$ cat config.mk
export PLATFORM = sky130hd
export DESIGN_NAME = inst_axi_rd_bridge_flat
export DESIGN_NICKNAME = d
export VERILOG_FILES = /design/src/rtl/inst_axi_rd_bridge_pkg.sv /design/src/rtl/inst_axi_rd_bridge_if.sv /design/src/rtl/inst_axi_rd_bridge.sv /design/src/flat_wrapper.sv
export SDC_FILE = /design/constraint.sdc
export NUM_CORES = 1
export LEC_CHECK = 0
export BUFFER_PORTS_ARGS = -buffer_cell sky130_fd_sc_hd__clkbuf_2
export CORE_UTILIZATION = 30
export CTS_CLUSTER_DIAMETER = 100
export CTS_CLUSTER_SIZE = 25
export DETAILED_ROUTE_END_ITERATION = 10
export PLACE_DENSITY = 0.63
export SYNTH_ARGS = -nofsm -noshare
export SYNTH_HDL_FRONTEND = slang
export SYNTH_SLANG_ARGS = --single-unit
$ cat constraint.sdc
create_clock -name clk -period 3.72 [get_ports clk]
set_clock_uncertainty 0.15 [all_clocks]
set_input_delay 0.744 -clock clk [delete_from_list [all_inputs] [get_ports clk]]
set_output_delay 0.744 -clock clk [all_outputs]
set_load 0.005 [all_outputs]
$ cat src/rtl/inst_axi_rd_bridge_pkg.sv
// Shared constants, AR-side state encoding and the outstanding-counter
// update helper for the instruction-fetch AXI read bridge.
package inst_axi_rd_bridge_pkg;

  localparam logic [1:0] AXI_BURST_INCR = 2'b01;
  localparam logic [1:0] AXI_RESP_OKAY  = 2'b00;
  localparam logic [3:0] INST_AXI_ID    = 4'd0;
  localparam logic [1:0] INST_SIZE_WORD = 2'b10;

  // AR_IDLE: free to accept a fetch; AR_WAIT: holding an AR request on the bus
  typedef enum logic {
    AR_IDLE = 1'b0,
    AR_WAIT = 1'b1
  } ar_state_t;

  typedef logic [1:0] outst_t;

  // Up/down count of accepted-but-unanswered reads; a simultaneous
  // accept and completion leaves the count unchanged.
  function automatic outst_t outst_update(input outst_t cnt, input logic inc, input logic dec);
    outst_t res;
    res = cnt;
    if (inc && !dec) begin
      res = cnt + 2'd1;
    end else if (!inc && dec) begin
      res = cnt - 2'd1;
    end
    return res;
  endfunction

endpackage

$ cat src/rtl/inst_axi_rd_bridge_if.sv
// Bundle of the fetch-side SRAM-like port and the AXI AR/R channels.
// 'master' is the bridge's view (it masters the AXI read bus and answers
// the fetch stage); 'slave' is the surrounding environment's view.
interface inst_axi_rd_bridge_if;

  // fetch-side SRAM-like port
  logic        inst_req;
  logic        inst_wr;
  logic [1:0]  inst_size;
  logic [31:0] inst_addr;
  logic [31:0] inst_wdata;
  logic        inst_addr_ok;
  logic        inst_data_ok;
  logic [31:0] inst_rdata;

  // AXI read address channel
  logic [3:0]  arid;
  logic [31:0] araddr;
  logic [7:0]  arlen;
  logic [2:0]  arsize;
  logic [1:0]  arburst;
  logic [1:0]  arlock;
  logic [3:0]  arcache;
  logic [2:0]  arprot;
  logic        arvalid;
  logic        arready;

  // AXI read data channel
  logic [3:0]  rid;
  logic [31:0] rdata;
  logic [1:0]  rresp;
  logic        rlast;
  logic        rvalid;
  logic        rready;

  modport master (
    input  inst_req, inst_wr, inst_size, inst_addr, inst_wdata,
    output inst_addr_ok, inst_data_ok, inst_rdata,
    output arid, araddr, arlen, arsize, arburst, arlock, arcache, arprot, arvalid,
    input  arready,
    input  rid, rdata, rresp, rlast, rvalid,
    output rready
  );

  modport slave (
    output inst_req, inst_wr, inst_size, inst_addr, inst_wdata,
    input  inst_addr_ok, inst_data_ok, inst_rdata,
    input  arid, araddr, arlen, arsize, arburst, arlock, arcache, arprot, arvalid,
    output arready,
    output rid, rdata, rresp, rlast, rvalid,
    input  rready
  );

endinterface

$ cat src/rtl/inst_axi_rd_bridge.sv
// Instruction fetch bridge: turns SRAM-like req/addr_ok/data_ok fetches
// into single-beat AXI4 reads. Up to MAX_OUTST reads in flight with one
// fixed ARID, so responses come back in request order.
module inst_axi_rd_bridge
  import inst_axi_rd_bridge_pkg::*;
#(
  parameter logic [3:0] ARID_VAL  = INST_AXI_ID,
  parameter int         MAX_OUTST = 2
) (
  input  logic                 clk,
  input  logic                 reset,
  inst_axi_rd_bridge_if.master bus,
  output logic                 bridge_err
);

  localparam outst_t OUTST_LIMIT = outst_t'(MAX_OUTST);

  ar_state_t   r_state;
  ar_state_t   w_state_next;
  logic [31:0] r_araddr;
  logic [2:0]  r_arsize;
  outst_t      r_outst;
  logic        r_data_ok;
  logic [31:0] r_rdata;
  logic        r_err;

  logic        w_addr_ok;
  logic        w_ar_hs;
  logic        w_rready;
  logic        w_r_beat;
  logic        w_r_done;
  logic        w_wr_req;
  logic        w_resp_err;
  logic        w_unused;

  // handshake decodes
  assign w_ar_hs    = (r_state == AR_WAIT) & bus.arready;
  assign w_rready   = (r_outst != 2'd0);
  assign w_r_beat   = bus.rvalid & w_rready;
  assign w_r_done   = w_r_beat & bus.rlast;
  assign w_wr_req   = bus.inst_req & bus.inst_wr;
  assign w_resp_err = w_r_beat & (bus.rresp != AXI_RESP_OKAY);

  // write data and read ID carry no information for an in-order fetch path
  assign w_unused = ^{bus.inst_wdata, bus.rid};

  // fixed AR attributes: single-beat incrementing read
  assign bus.arid    = ARID_VAL;
  assign bus.arlen   = 8'd0;
  assign bus.arburst = AXI_BURST_INCR;
  assign bus.arlock  = 2'b00;
  assign bus.arcache = 4'd0;
  assign bus.arprot  = 3'd0;

  // arvalid is exactly "an accepted request has not yet been handed to AXI"
  assign bus.arvalid      = (r_state == AR_WAIT);
  assign bus.araddr       = r_araddr;
  assign bus.arsize       = r_arsize;
  assign bus.rready       = w_rready;
  assign bus.inst_addr_ok = w_addr_ok;
  assign bus.inst_data_ok = r_data_ok;
  assign bus.inst_rdata   = r_rdata;
  assign bridge_err       = r_err;

  // AR FSM state register
  always_ff @(posedge clk) begin
    if (reset) begin
      r_state <= AR_IDLE;
    end else begin
      r_state <= w_state_next;
    end
  end

  // AR FSM next state and fetch accept; writes are never accepted
  always_comb begin
    w_state_next = r_state;
    w_addr_ok    = 1'b0;
    case (r_state)
      AR_IDLE: begin
        w_addr_ok = bus.inst_req & ~bus.inst_wr & (r_outst < OUTST_LIMIT);
        if (w_addr_ok) begin
          w_state_next = AR_WAIT;
        end
      end
      AR_WAIT: begin
        if (w_ar_hs) begin
          w_state_next = AR_IDLE;
        end
      end
      default: w_state_next = AR_IDLE;
    endcase
  end

  // latch the AR payload at accept; it stays stable through AR_WAIT
  always_ff @(posedge clk) begin
    if (reset) begin
      r_araddr <= 32'd0;
      r_arsize <= 3'd0;
    end else if (w_addr_ok) begin
      r_araddr <= bus.inst_addr;
      r_arsize <= {1'b0, bus.inst_size};
    end
  end

  // outstanding read counter: +1 per accept, -1 per completed R beat
  always_ff @(posedge clk) begin
    if (reset) begin
      r_outst <= 2'd0;
    end else begin
      r_outst <= outst_update(r_outst, w_addr_ok, w_r_done);
    end
  end

  // one-cycle data_ok pulse after each completed beat; rdata holds otherwise
  always_ff @(posedge clk) begin
    if (reset) begin
      r_data_ok <= 1'b0;
      r_rdata   <= 32'd0;
    end else begin
      r_data_ok <= w_r_done;
      if (w_r_done) begin
        r_rdata <= bus.rdata;
      end
    end
  end

  // sticky error: write request presented or non-OKAY read response
  always_ff @(posedge clk) begin
    if (reset) begin
      r_err <= 1'b0;
    end else if (w_wr_req | w_resp_err) begin
      r_err <= 1'b1;
    end
  end

endmodule

$ cat src/flat_wrapper.sv
// flat-port wrapper written by rule: the top's interface ports become plain ports
module inst_axi_rd_bridge_flat import inst_axi_rd_bridge_pkg::*;
#(
  parameter logic [3:0] ARID_VAL  = INST_AXI_ID,
  parameter int         MAX_OUTST = 2
)
  (clk, reset, bridge_err, bus_inst_req, bus_inst_wr, bus_inst_size, bus_inst_addr, bus_inst_wdata, bus_inst_addr_ok, bus_inst_data_ok, bus_inst_rdata, bus_arid, bus_araddr, bus_arlen, bus_arsize, bus_arburst, bus_arlock, bus_arcache, bus_arprot, bus_arvalid, bus_arready, bus_rid, bus_rdata, bus_rresp, bus_rlast, bus_rvalid, bus_rready);
  inst_axi_rd_bridge_if bus_i ();
  input  logic clk;
  input  logic reset;
  output logic bridge_err;
  input wire logic [$bits(bus_i.inst_req)-1:0] bus_inst_req;
  input wire logic [$bits(bus_i.inst_wr)-1:0] bus_inst_wr;
  input wire logic [$bits(bus_i.inst_size)-1:0] bus_inst_size;
  input wire logic [$bits(bus_i.inst_addr)-1:0] bus_inst_addr;
  input wire logic [$bits(bus_i.inst_wdata)-1:0] bus_inst_wdata;
  output wire logic [$bits(bus_i.inst_addr_ok)-1:0] bus_inst_addr_ok;
  output wire logic [$bits(bus_i.inst_data_ok)-1:0] bus_inst_data_ok;
  output wire logic [$bits(bus_i.inst_rdata)-1:0] bus_inst_rdata;
  output wire logic [$bits(bus_i.arid)-1:0] bus_arid;
  output wire logic [$bits(bus_i.araddr)-1:0] bus_araddr;
  output wire logic [$bits(bus_i.arlen)-1:0] bus_arlen;
  output wire logic [$bits(bus_i.arsize)-1:0] bus_arsize;
  output wire logic [$bits(bus_i.arburst)-1:0] bus_arburst;
  output wire logic [$bits(bus_i.arlock)-1:0] bus_arlock;
  output wire logic [$bits(bus_i.arcache)-1:0] bus_arcache;
  output wire logic [$bits(bus_i.arprot)-1:0] bus_arprot;
  output wire logic [$bits(bus_i.arvalid)-1:0] bus_arvalid;
  input wire logic [$bits(bus_i.arready)-1:0] bus_arready;
  input wire logic [$bits(bus_i.rid)-1:0] bus_rid;
  input wire logic [$bits(bus_i.rdata)-1:0] bus_rdata;
  input wire logic [$bits(bus_i.rresp)-1:0] bus_rresp;
  input wire logic [$bits(bus_i.rlast)-1:0] bus_rlast;
  input wire logic [$bits(bus_i.rvalid)-1:0] bus_rvalid;
  output wire logic [$bits(bus_i.rready)-1:0] bus_rready;
  assign bus_i.inst_req = bus_inst_req;
  assign bus_i.inst_wr = bus_inst_wr;
  assign bus_i.inst_size = bus_inst_size;
  assign bus_i.inst_addr = bus_inst_addr;
  assign bus_i.inst_wdata = bus_inst_wdata;
  assign bus_inst_addr_ok = bus_i.inst_addr_ok;
  assign bus_inst_data_ok = bus_i.inst_data_ok;
  assign bus_inst_rdata = bus_i.inst_rdata;
  assign bus_arid = bus_i.arid;
  assign bus_araddr = bus_i.araddr;
  assign bus_arlen = bus_i.arlen;
  assign bus_arsize = bus_i.arsize;
  assign bus_arburst = bus_i.arburst;
  assign bus_arlock = bus_i.arlock;
  assign bus_arcache = bus_i.arcache;
  assign bus_arprot = bus_i.arprot;
  assign bus_arvalid = bus_i.arvalid;
  assign bus_i.arready = bus_arready;
  assign bus_i.rid = bus_rid;
  assign bus_i.rdata = bus_rdata;
  assign bus_i.rresp = bus_rresp;
  assign bus_i.rlast = bus_rlast;
  assign bus_i.rvalid = bus_rvalid;
  assign bus_rready = bus_i.rready;
  inst_axi_rd_bridge #(.ARID_VAL(ARID_VAL), .MAX_OUTST(MAX_OUTST)) u_core (.clk(clk), .reset(reset), .bus(bus_i), .bridge_err(bridge_err));
endmodule
After elaboration in Yosys (flattened, before gate mapping)
Cells that the tools add are included.

storage, ports and cells
  output and inout port bits = 95
  register bits after elaboration = 71

cells by class
  mux-type cells = 6
  bitwise operators = 10
  order comparisons = 1
  reduce and logical (&&, ||, !) cells = 7
  add/subtract/negate cells = 2

operators by type and width
  kind                 number
  $and 1x1->1          7
  $reduce_bool 2->1    3
  $mux 2               2
  $mux 1               3
  $add 2x1->2 const B  1
  $logic_and 1x1->1    2
  $logic_not 1->1      2
  $lt 2x2->1 const B   1
  $not 1->1            2
  $pmux 1 s2           1
  $sub 2x1->2 const B  1
  $or 1x1->1           1

Depth between registers and ports, before layout
  depth in word-level cells = 8
  mapped depth = 8
  mapped depth without buffers = 6

Worst setup path after synthesis
Ideal clock, no wire load.

  path type = input-to-reg
  from = in bus_inst_wr
  to = reg u_core.r_outst[1]
  data required time = 3.500 ns
  stages = 7
  arrival = 2.312 ns
  path buffers = 2
  slack = 1.187 ns
  library setup time = 0.070 ns
  cells stage by stage = or4b_1 -> buf_4 -> clkinv_4 -> buf_6 -> ha_1 -> or3_1 -> a21oi_1

on the way
  longest elaborated chain between the ends = 7
  elaborated cells between the ends (all ways) = 9
  those cells by class = mux (2); bitwise (3); reduce/logical (4)

ends and longest elaborated chain
  item                                line                          RTL
  from (decl)                         flat_wrapper.sv:13            input wire logic [$bits(bus_i.inst_wr)-1:0] bus_inst_wr;
  $not 1->1 *                         inst_axi_rd_bridge.sv:80      w_addr_ok = bus.inst_req & ~bus.inst_wr & (r_outst < OUTST_LIMIT);
  $and 1x1->1 * (2 in a row)          inst_axi_rd_bridge.sv:80
  $mux 1 *                            inst_axi_rd_bridge.sv:78      case (r_state)
  named net bus_inst_addr_ok          flat_wrapper.sv:17            output wire logic [$bits(bus_i.inst_addr_ok)-1:0] bus_inst_addr_ok;
  $logic_not 1->1                     inst_axi_rd_bridge_pkg.sv:25  end else if (!inc && dec) begin
  $logic_and 1x1->1                   inst_axi_rd_bridge_pkg.sv:25
  $reduce_bool 2->1 (no source line)  -
  to (signal assigned)                inst_axi_rd_bridge.sv:110     r_outst <= outst_update(r_outst, w_addr_ok, w_r_done);
  to (decl)                           inst_axi_rd_bridge.sv:22      outst_t r_outst;

Mark *: on every way through the listed nets, which the timed path passes. The rest lies on a longest branch.
A chain may end at the register's enable or synchronous reset.

Worst setup path in the final report
  from = in bus_inst_wr
  to = out bus_inst_addr_ok

on the way
  longest elaborated chain between the ends = 4

ends and longest elaborated chain
  item                      line
  $not 1->1                 inst_axi_rd_bridge.sv:80
  $and 1x1->1 (2 in a row)  inst_axi_rd_bridge.sv:80
  $mux 1                    inst_axi_rd_bridge.sv:78
  to (decl)                 flat_wrapper.sv:17

Every way passes these cells.

==> qor.yml <==
status: "finished clean"
final_area_sq_um: 3701
cts_tree: "yes"
ir_drop_mv: 0.2817
detail-route-antenna-nets: 0
cp.arrival_ns: 1.84
grt_max_degree: 43
synth_fa_ha_area_share_pct: 0.4454
start_kind: "input port"
portBuffers: 145
drt_first_pass_iters: 4
wl_per_cell_um: 11.13
synthTopCellsByCount: "122 x nand2_1, 71 x dfxtp_1, 41 x a21oi_1"
dp_hpwl_um: 4598
die_w_um: 98.77
clkLatencyLatePin_ns: 0.32
core_sq_um: 8891
synth_area_leader_cell: "dfxtp_1"
cts-root-buf: "clkbuf_8"
path_clk_slew_ns: 0.06
ys_ff_latch: 71
nets: 583
clockBufferDepth: 2
synth_compound_area_share_pct: 17.15
yosys_warnings: 0
syn_area_sq_um: 2809
synthXorXnorAreaFrac_pct: 0.6236
vias: 2527
die_h_um: 98.77
rsz0062_at_grt: "no"
synthTopCellsByArea: "dfxtp_1 51%, nand2_1 16%, a21oi_2 9.0%"
final-hold-violation-count: 0
power.density_nw_per_um2: 473.7
area_growth_pct: 31.76
layout-drive-gt1-share_pct: 42.65
num_io_pins: 206
worstSetupEndpointType: "primary output"
grt_overflow: 0
fin_crit_sh_pct: 73.41
worst-path-max-fanout: 36
cts_sinks: 71
gp_congestion: 0.7206
synthSimpleGateAreaFrac_pct: 19.82
antenna_cells: 0
drc_errors: 0
reg2reg_depth: 5
period_minus_slack_ns: 2.731
placementRows: 34
async_flop_share_pct: 0
dieArea_sq_um: 9755
tns_ns: 0
synth_top_cell_area_share_pct: 50.60
power_leakage_nw: 1.665
crit_required_ns: 2.83
cts_resized: 0
initial_core_util_pct: 31.59
fmax_mhz: 366.2
synth_edf_count: 0
ys_types: 24
cap_violations: 0
muxShareOfSynthArea_pct: 0
totalWireLength_um: 6499
path_class: "in -> out"
htreeDepth: 3
synth_seq_area_share_pct: 50.60
grt_usage_pct: 13.35
synth_top_family_by_area: "simple AND/OR/NAND/NOR gates"
synth_ff_type: "dfxtp_1"
cts_setup_buffers: 0
cts_made_buffers: 9
max_slew_margin_pct: 46.97
holdBufCountCts: 0
grt_pass1_vias: 2355
drtIter0Drc: 69
hold_class: "reg -> reg"
vias_per_cell: 4.327
drv_slew: 0
syn_inst: 334
avgSynthCellArea_sq_um: 8.410
yosysMostFrequentCell: "nand2_1"
grt_first_pass_wirelength_um: 10360
placed_cell_area_sq_um: 3496
antenna_found_initial: 0
worst_pin_slew_ns: 0.7955
setup_viol: 0
hold_depth: 2
==> sequential cells by signal (all words and copies together) (netlist names) <==
| signal | cells |
|---|---|
| u_core.r_outst | 2 |
| u_core.bus.arvalid | 1 |
| u_core.bus.araddr | 32 |
| u_core.bridge_err | 1 |
| u_core.bus.inst_data_ok | 1 |
| u_core.bus.arsize | 2 |
| u_core.bus.inst_rdata | 32 |
==> final timing paths <==
path | start | end | slack [ns]
setup reg to reg | u_core.r_outst[1]$_SDFFE_PP0P_ | u_core.r_outst[1]$_SDFFE_PP0P_ | 1.44
hold reg to reg | u_core.bus.inst_rdata[31]$_SDFFE_PP0P_ | u_core.bus.inst_rdata[31]$_SDFFE_PP0P_ | 0.30
hold / removal | u_core.bus.inst_rdata[31]$_SDFFE_PP0P_ | u_core.bus.inst_rdata[31]$_SDFFE_PP0P_ | 0.30
setup / recovery | bus_inst_wr | bus_inst_addr_ok | 0.99
==> cell type report <==
cell class | count | area (sq um)
clock buffers | 12 | 135.1
clock inverters | 4 | 70.07
fillers | 941 | 5190
inverters | 2 | 12.51
multi-input cells | 238 | 1159
flip-flops and latches | 71 | 1421
well taps | 108 | 135.1
repair buffers | 149 | 768.2
==> power by group <==
group	leakage (nW)	total [mW]	switching (mW)	internal [mW]
clock	0.104	0.646	0.269	0.377
combinational	0.983	0.266	0.150	0.116
sequential	0.577	0.842	0.0295	0.812
total	1.66	1.75	0.449	1.30
==> layout by cell type (no fill, tap or decap) <==
| cell type | n |
|---|---|
| clkinv_2 | 2 |
| nand2_1 | 122 |
| or2_2 | 1 |
| or3_1 | 1 |
| clkbuf_2 | 144 |
| conb_1 | 24 |
| dfxtp_1 | 71 |
| clkbuf_8 | 9 |
| o21ai_0 | 1 |
| or4b_1 | 1 |
| a21oi_2 | 29 |
| clkinv_1 | 1 |
| o211ai_1 | 1 |
| a21oi_1 | 41 |
| buf_12 | 1 |
| clkinv_4 | 1 |
| buf_4 | 3 |
| bufinv_16 | 2 |
| clkbuf_1 | 3 |
| nand2_2 | 10 |
| o211a_1 | 1 |
| xor2_1 | 2 |
| ha_1 | 1 |
| buf_2 | 1 |
| nand2b_1 | 1 |
| nor2_1 | 2 |
==> worst max-delay path, stage by stage <==
cell and delay [ns]:
clkbuf_2 0.09, or4b_1 0.55, clkinv_4 0.26, clkbuf_2 0.18
==> cell families after synthesis <==
family | after synthesis
AOI/OAI and AO/OA | 73
DFF | 71
xor gates and xnor gates | 2
other | 2
adders and majority gates | 1
buffers and inverters | 47
and+or+nand+nor | 138
==> per-stage QoR <==
step | utilization, % | instances | total power, mW | hold WS [ns] | setup WS (ns)
final | 41.63 | 584 | 1.753 | 0.3030 | 0.9892
after global routing | 41.63 | 584 | 1.856 | 0.3224 | 0.9304
after CTS | 41.63 | 584 | 1.791 | 0.3056 | 0.9613
after detailed placement | 39.32 | 568 | 1.132 | 0.2958 | 0.9616
after global placement | 39.32 | 568 | 1.124 | 0.2912 | 0.9648
after floorplan | - | 356 | 1.034 | 0.3027 | 1.187
==> per-layer routing <==
layer,vias to the layer above,routed length [um],track usage (%)
met2,104,3149,22.70
met3,10,484,5.248
met1,1118,2782,15.06
met5,-,0,0
li1,1295,-,-
met4,0,82,5.052
Power figures use the tool's default switching activity.
